===== src/rtl/output_bcd_converter_if.sv =====
// Handshake and result bus between the result register, the BCD converter and
// the seven-segment driver.
interface output_bcd_converter_if #(
   parameter int N      = 16,
   parameter int DIGITS = 4
);
   logic                  load;
   logic [N-1:0]          data;
   logic                  busy;
   logic                  done;
   logic [4*DIGITS-1:0]   bcd;
   logic                  neg;
   logic                  overflow;
   logic [DIGITS-1:0]     blank;

   modport master (output load, data,
                   input  busy, done, bcd, neg, overflow, blank);
   modport slave  (input  load, data,
                   output busy, done, bcd, neg, overflow, blank);
endinterface


===== src/rtl/output_bcd_converter.sv =====
// Sequential binary-to-BCD converter: one divide-by-10 per clock, with the
// visible result (digits, sign, overflow, blanking) swapped in atomically on done.
module output_bcd_converter #(
   parameter int N      = 16,
   parameter int DIGITS = 4,
   parameter bit SIGNED = 1'b0
) (
   input  logic                   Clock,
   input  logic                   Reset,
   output_bcd_converter_if.slave  bus
);
   localparam int                CW        = (DIGITS > 1) ? $clog2(DIGITS) : 1;
   localparam logic [CW-1:0]     LAST      = CW'(DIGITS - 1);
   localparam logic [DIGITS-1:0] BLANK_RST = ~DIGITS'(1);
   localparam logic [N-1:0]      TEN       = N'(10);

   typedef enum logic {IDLE, CONV} state_t;

   state_t                   state, state_nxt;
   logic [N-1:0]             num, mag;
   logic [CW-1:0]            step;
   logic [DIGITS-1:0][3:0]   shadow, shadow_nxt, bcd_q;
   logic [DIGITS-1:0]        blank_q, blank_nxt;
   logic                     pend_neg, neg_in, neg_q, ovf_q, ovf_nxt, done_q;
   logic                     last_step, zero_run;

   // State register
   always_ff @(posedge Clock) begin
      if (Reset) state <= IDLE;
      else       state <= state_nxt;
   end

   // Next state: a load always (re)starts, even in the final-step cycle
   always_comb begin
      state_nxt = state;
      if (bus.load)      state_nxt = CONV;
      else if (last_step) state_nxt = IDLE;
   end

   // Outputs
   always_comb begin
      last_step    = (state == CONV) && (step == LAST);
      bus.busy     = (state == CONV);
      bus.done     = done_q;
      bus.bcd      = bcd_q;
      bus.neg      = neg_q;
      bus.overflow = ovf_q;
      bus.blank    = blank_q;
   end

   // Magnitude of -data stays exact for the most negative value as an N-bit unsigned
   always_comb begin
      neg_in             = SIGNED && bus.data[N-1];
      mag                = neg_in ? -bus.data : bus.data;
      shadow_nxt         = shadow;
      shadow_nxt[step]   = 4'(num % TEN);
      ovf_nxt            = (num / TEN) != '0;
      blank_nxt          = '0;
      zero_run           = 1'b1;
      for (int i = DIGITS - 1; i >= 1; i--) begin
         zero_run     = zero_run && (shadow_nxt[i] == 4'd0);
         blank_nxt[i] = zero_run && !ovf_nxt;
      end
   end

   always_ff @(posedge Clock) begin
      if (Reset) begin
         num      <= '0;
         step     <= '0;
         shadow   <= '0;
         pend_neg <= 1'b0;
         bcd_q    <= '0;
         neg_q    <= 1'b0;
         ovf_q    <= 1'b0;
         blank_q  <= BLANK_RST;
         done_q   <= 1'b0;
      end else begin
         done_q <= 1'b0;
         if (bus.load) begin
            num      <= mag;
            pend_neg <= neg_in;
            step     <= '0;
         end else if (state == CONV) begin
            shadow <= shadow_nxt;
            num    <= num / TEN;
            step   <= step + 1'b1;
            if (last_step) begin
               bcd_q   <= shadow_nxt;
               neg_q   <= pend_neg;
               ovf_q   <= ovf_nxt;
               blank_q <= blank_nxt;
               done_q  <= 1'b1;
            end
         end
      end
   end
endmodule


===== src/flat_wrapper.sv =====
// flat-port wrapper written by rule: the top's interface ports become plain ports
module output_bcd_converter_flat 
#(
   parameter int N      = 16,
   parameter int DIGITS = 4,
   parameter bit SIGNED = 1'b0
)
  (Clock, Reset, bus_load, bus_data, bus_busy, bus_done, bus_bcd, bus_neg, bus_overflow, bus_blank);
  output_bcd_converter_if #(.N(N), .DIGITS(DIGITS)) bus_i ();
  input  logic Clock;
  input  logic Reset;
  input wire logic [$bits(bus_i.load)-1:0] bus_load;
  input wire logic [$bits(bus_i.data)-1:0] bus_data;
  output wire logic [$bits(bus_i.busy)-1:0] bus_busy;
  output wire logic [$bits(bus_i.done)-1:0] bus_done;
  output wire logic [$bits(bus_i.bcd)-1:0] bus_bcd;
  output wire logic [$bits(bus_i.neg)-1:0] bus_neg;
  output wire logic [$bits(bus_i.overflow)-1:0] bus_overflow;
  output wire logic [$bits(bus_i.blank)-1:0] bus_blank;
  assign bus_i.load = bus_load;
  assign bus_i.data = bus_data;
  assign bus_busy = bus_i.busy;
  assign bus_done = bus_i.done;
  assign bus_bcd = bus_i.bcd;
  assign bus_neg = bus_i.neg;
  assign bus_overflow = bus_i.overflow;
  assign bus_blank = bus_i.blank;
  output_bcd_converter #(.N(N), .DIGITS(DIGITS), .SIGNED(SIGNED)) u_core (.Clock(Clock), .Reset(Reset), .bus(bus_i));
endmodule

===== config.mk =====
export PLATFORM = sky130hd
export DESIGN_NAME = output_bcd_converter_flat
export DESIGN_NICKNAME = d
export VERILOG_FILES = /design/src/rtl/output_bcd_converter_if.sv /design/src/rtl/output_bcd_converter.sv /design/src/flat_wrapper.sv
export SDC_FILE = /design/constraint.sdc
export NUM_CORES = 1
export LEC_CHECK = 0
export BUFFER_PORTS_ARGS = -buffer_cell sky130_fd_sc_hd__buf_2
export CAP_MARGIN = 10
export CELL_PAD_IN_SITES_DETAIL_PLACEMENT = 0
export CELL_PAD_IN_SITES_GLOBAL_PLACEMENT = 1
export CORE_ASPECT_RATIO = 2
export CORE_MARGIN = 2
export CORE_UTILIZATION = 25
export CTS_BUF_LIST = sky130_fd_sc_hd__clkbuf_2
export DETAILED_ROUTE_END_ITERATION = 7
export PLACE_DENSITY_LB_ADDON = 0.1
export SYNTH_ARGS = -nofsm -noshare
export SYNTH_HDL_FRONTEND = slang
export SYNTH_SLANG_ARGS = --single-unit

===== constraint.sdc =====
create_clock -name Clock -period 6.3 [get_ports Clock]
set_input_delay 1.26 -clock Clock [delete_from_list [all_inputs] [get_ports Clock]]
set_output_delay 1.26 -clock Clock [all_outputs]
set_load 0.01 [all_outputs]

==> Word-level counts from Yosys, hierarchy flattened <==
Cells that the tools add are included.
{ "totals": {"regBits": 56, "in_bits": 19, "out_inout_bits": 24, "wordCells": 48} }
{ "op_classes": {"n_addsub": 1, "div_mod_pow": 2, "magnitude_cmp": 2, "eq_ne": 1, "n_mux": 8, "bitwise_logic": 2, "n_reduce_logical": 18} }
{ "op_table": {"columns": ["op", "count"], "rows": [
  ["16-bit 2-to-1 mux", 2],
  ["16-bit bitwise mux", 1],
  ["16-bit by 4-bit divider with 16-bit output (second input constant)", 1],
  ["16-bit by 4-bit modulo with 16-bit output (second input constant)", 1],
  ["16-bit nonzero test", 1],
  ["4-bit zero test", 3],
  ["4-bit demux with 2-bit select", 1],
  ["1-bit logical AND", 7],
  ["4-bit 2-to-1 mux", 1],
  ["2-bit nonzero test", 2],
  ["2-bit by 3-bit < comparator with 1-bit output (second input constant)", 1],
  ["1-bit 2-to-1 mux", 3],
  ["3-bit AND reduction", 1],
  ["3-bit OR reduction", 1],
  ["2-bit by 1-bit adder with 2-bit output (second input constant)", 1],
  ["2-bit == test (second input constant)", 1],
  ["2-bit by 1-bit >= comparator with 1-bit output (second input constant)", 1],
  ["1-bit inverter", 2],
  ["2-bit AND reduction", 1],
  ["2-bit OR reduction", 1],
  ["1-bit zero test", 1]
]} }

==> Logic depth before layout (Yosys ltp) <==
{ "depth": {"ltp_word": 9, "depth_mapped": 21, "mapped_depth_nobuf": 16} }

==> Worst setup path before layout <==
OpenSTA, ideal clock, no wires.
{ "synth_path": {"kind": "reg2reg", "start": "reg u_core.num[14]", "end": "reg u_core.blank_q[1] (netlist: u_core.bus.blank[1])", "setup_ps": 60, "arrival_time_ps": 4704, "slack_ps": 1536, "path_stages_with_launch": 20, "n_path_buf": 3, "cell_sequence": "dfxtp_1 buf_2 and2b_4 o21ai_1 a2111oi_1 a311oi_2 or2_1 buf_6 o21ai_2 or4b_4 and3_4 o31ai_2 o32a_2 buf_6 a31oi_1 maj3_2 o21a_1 or4_4 nor4_2 a41o_1"} }
{ "synth_between": {"elab_chain_len": 6} }
{ "synth_rtl": {"columns": ["element", "line", "text"], "rows": [
  ["start, declared", "output_bcd_converter.sv:20", "logic [N-1:0] num, mag;"],
  ["start signal, assigned", "output_bcd_converter.sv:80", "num <= mag;"],
  ["start signal, assigned", "output_bcd_converter.sv:85", "num <= num / TEN;"],
  ["16-bit by 4-bit modulo with 16-bit output", "output_bcd_converter.sv:56", "shadow_nxt[step] = 4'(num % TEN);"],
  ["16-bit bitwise mux", "output_bcd_converter.sv:56", null],
  ["4-bit zero test", "output_bcd_converter.sv:61", "zero_run = zero_run && (shadow_nxt[i] == 4'd0);"],
  ["1-bit logical AND (2 in series)", "output_bcd_converter.sv:61", null],
  ["1-bit logical AND (*)", "output_bcd_converter.sv:62", "blank_nxt[i] = zero_run && !ovf_nxt;"],
  ["end signal, assigned", "output_bcd_converter.sv:91", "blank_q <= blank_nxt;"],
  ["end, declared", "output_bcd_converter.sv:23", "logic [DIGITS-1:0] blank_q, blank_nxt;"]
]} }
Every way passes the cells marked *; elsewhere a longest branch is shown, timed or not.
A chain may end at the register's enable or synchronous reset.

==> Final worst setup path <==
Ends and elaborated chain as after synthesis.

==> key figures <==
STA
  • TNS Setup: 0 ps
  • Final setup margin: slightly above 400 ps
  • Minimum clock period: between 5000 and 6000 ps
  • Clock Skews: between 50 and 60 ps
  • Final Max Tran Viols: 0
  • Max Clk Rate: about 170 MHz
  • Rel. slew slack: between 40 and 50%
  • Final setup vio count: 0
  • Final Cycle Share: 93.5%
  • Final Hold Fails: 0
  • Slew at the pin closest to its max-slew limit: 838 ps
  • Unrepaired setup endpoints after global routing: false
  • Worst hold slack: around 470 ps

Clocking
  • Max Buffers Root-to-Sink: 2
  • Setup Fix Bufs, Post-CTS: 0
  • CTS tree: built
  • CTS resizes: 0
  • Reg clk slew, reported paths: 360 ps
  • Insertion delay to the later sink of the worst-skew pair: about 580 ps
  • Hold bufs inserted after CTS: 0
  • Num Clock Sinks: between 50 and 60
  • H-tree depth: 2
  • Root Buffer: clkbuf_2
  • CTS Buf Count: 5

Pwr
  • Total power draw: ~0.0012 W
  • Max IR drop VDD: about 95 uV
  • Lkg Pwr: approximately 1.8 nW
  • Pwr/cell area: between 200 and 250 mW/mm^2

Worst setup path
  • RR Endpoint: u_core.bus.blank[1]
  • Worst Setup End Kind: flip-flop
  • Crit path required time: a little under 7000 ps
  • Crit-path cells: buf_4, nand4bb_1, a31oi_1, a2111oi_1, a311oi_2, or2_1, o21ai_2, or4b_4, and3_4, o31ai_2, o32a_2, a311oi_1, a311o_1, a221oi_2, a31oi_1, nor4_2, a41o_1
  • Worst Path Buf+Inv: 1
  • Critical path arrival: 6410 ps
  • Crit path depth: 17
  • Worst setup SP type: flip-flop
  • Reg2Reg Depth: 17
  • Slowest stage cell on the critical path: dfxtp_1
  • Worst r2r src: u_core.num[14]
  • Worst setup path start: u_core.num[14]
  • Reg-to-reg setup timing slack: roughly 410 ps
  • Crit path top cell by count: a31oi_1
  • CP delay by family, top: compound AO/OA/AOI/OAI gates
  • Critical Path Max Stage Delay: ~660 ps
  • Setup CP Type: reg2reg
  • End point of the critical path: u_core.bus.blank[1]
  • Critical path peak fanout: 14

Final layout
  • Footprint of the multi-input gates: 0.00323 sq mm
  • Layout area overhead: 9.92%
  • Post-route insts no fill: between 800 and 900
  • Layout cells sized above 1: 19.0%
  • Nets: 660
  • Fillers: between 2,000 and 2,500
  • Reg area: between 0.001 and 0.0015 sq mm

Drt
  • Drt drc: 0
  • Routed wire per std cell: around 21 um
  • Initial DRC count: ~190
  • Final WL: approximately 18,000 um
  • Number of vias per cell: about 5.7
  • Routed vias: 4,872
  • Antenna-violating nets left: 0
  • DRT Pass-1 Iters: 4

GRT
  • Grt ovf: 0
  • Number of global-route vias before repair: approximately 4,800
  • Largest net degree at the start of global routing: 54
  • All-Layer GR Usage: between 10% and 20%
  • First-pass GRT wire length: approximately 27,000 um
  • Antenna violations before repair: 1

Die
  • Die area: roughly 0.02 sq mm
  • Die height: about 200 um
  • Starting Density: about 25%
  • Site Rows: 70
  • Die W: ~100 um
  • Boundary pin count: 43
  • Core area: ~0.018 sq mm

Synthesis
  • Ys Warns: 0
  • Syn Inst Count: slightly above 600
  • Largest area contributor in the netlist: dfxtp_1
  • Ys flop type: dfxtp_1
  • Seq/Total Area, Yosys: 23.6%
  • Most common cell in the netlist: nor2_1
  • Mean post-synth cell area: about 7.5 sq um
  • Synthesized area: ~0.0047 sq mm
  • Area share of the largest cell type after synthesis: approximately a quarter
  • Number of synthesized flops with an enable pin: 0
  • Post-synth ARST share: 0%
  • Seq cells post-synth: 55
  • Yosys cell types: a little over 100
  • Synth area leaders: dfxtp_1, a21oi_1, nor2_1
  • List of most frequent post-synthesis cells: nor2_1, nand2_1, dfxtp_1

Placement
  • Port bufs: 40
  • Post-DP HPWL: 13,500 um
  • Pre-CTS setup slack: a little over 300 ps
  • Routability cong.: between 0.8 and 0.9
  • Placed insts: 846

Outcome
  • Status: completed

Hold path
  • Worst hold path type: reg2reg

Job
  • Total of max-cap violations: 0
[routing by layer]
metal  up-vias  global-route usage [%]  wire length (um)
met2       132                    36.2             10100
met5         -                       0                 0
li1       2346                       -                 -
met1      2354                    17.3              6390
met3        40                    1.91               504
met4         0                    8.57               817
[worst min-delay path, cell delays in order (launching register included)]
cell and delay, ps:
dfxtp_1 390, nand2_1 50, a21oi_1 50
[cell usage in the layout, fill, tap and decap left out, drive strengths merged, types with 8 or more instances in the layout]
cell type	n
o21a	10
xnor2	10
nor2b	11
o21ai	32
a31oi	10
nand4	10
nand2b	9
a211oi	14
nor3	17
mux2i	10
inv	18
nand2	62
nand3	22
o211ai	8
buf	61
a21oi	56
dfxtp	55
nor2	68
[flip-flops by register name (all words and copies together), names as in the netlist]
signal and cells:
u_core.bus.bcd 16, u_core.num 16, u_core.shadow 15, u_core.bus.blank 3, u_core.step 2, u_core.bus.busy 1, u_core.bus.done 1, u_core.bus.overflow 1
[kinds of logic (layout without fill, tap and decap cells)]
| logic type | after synthesis | in the layout | synth area share, % |
|---|---|---|---|
| simple gates | 239 | 239 | 26.5 |
| buf+inv | 72 | 90 | 7.42 |
| compound gates | 218 | 218 | 34.9 |
| mux | 17 | 17 | 3.84 |
| xor+xnor | 11 | 11 | 2.07 |
| fa+ha+maj | 6 | 6 | 1.53 |
| flops | 55 | 55 | 23.6 |
| other cells | 1 | 3 | 0.0805 |
[worst min path at each step]
stage | depth (start not counted) | slack, ps | endpoint | from
floorplan | 2 | 430 | u_core.shadow[11] | u_core.shadow[11]
global placement | 2 | 440 | u_core.shadow[7] | u_core.shadow[7]
detailed placement | 2 | 440 | u_core.bus.bcd[3] | u_core.bus.bcd[3]
CTS | 2 | 470 | u_core.bus.bcd[3] | u_core.bus.bcd[3]
global route | 2 | 480 | u_core.bus.bcd[1] | u_core.bus.bcd[1]
finish | 2 | 470 | u_core.bus.bcd[3] | u_core.bus.bcd[3]
[where the power goes]
part | internal (W) | total (W) | switching [W]
Sequential | 0.000362 | 0.000392 | 0.0000305
Combinational | 0.000229 | 0.000620 | 0.000391
Clock | 0.0000340 | 0.000187 | 0.000154
Total | 0.000625 | 0.00120 | 0.000575
[final cells by class]
class / instances / share of cell area (%)
clock inverters: 3 / 0.660
well taps: 216 / 5.28
multi-input cells: 493 / 63.2
clock buffers: 5 / 0.489
inverters: 21 / 1.54
repair buffers: 61 / 7.24
flip-flops and latches: 55 / 21.6
diodes: 1 / 0.0489
[through the flow]
| step | instance area (sq um) | utilization [%] |
|---|---|---|
| 2_1_floorplan | 4660 | - |
| 3_3_place_gp | 5040 | 27.5 |
| 3_5_place_dp | 5040 | 27.5 |
| 4_1_cts | 5090 | 27.8 |
| 5_1_grt | 5120 | 28.0 |
| 6_report | 5120 | 28.0 |
(Power assumes the default switching activity.)
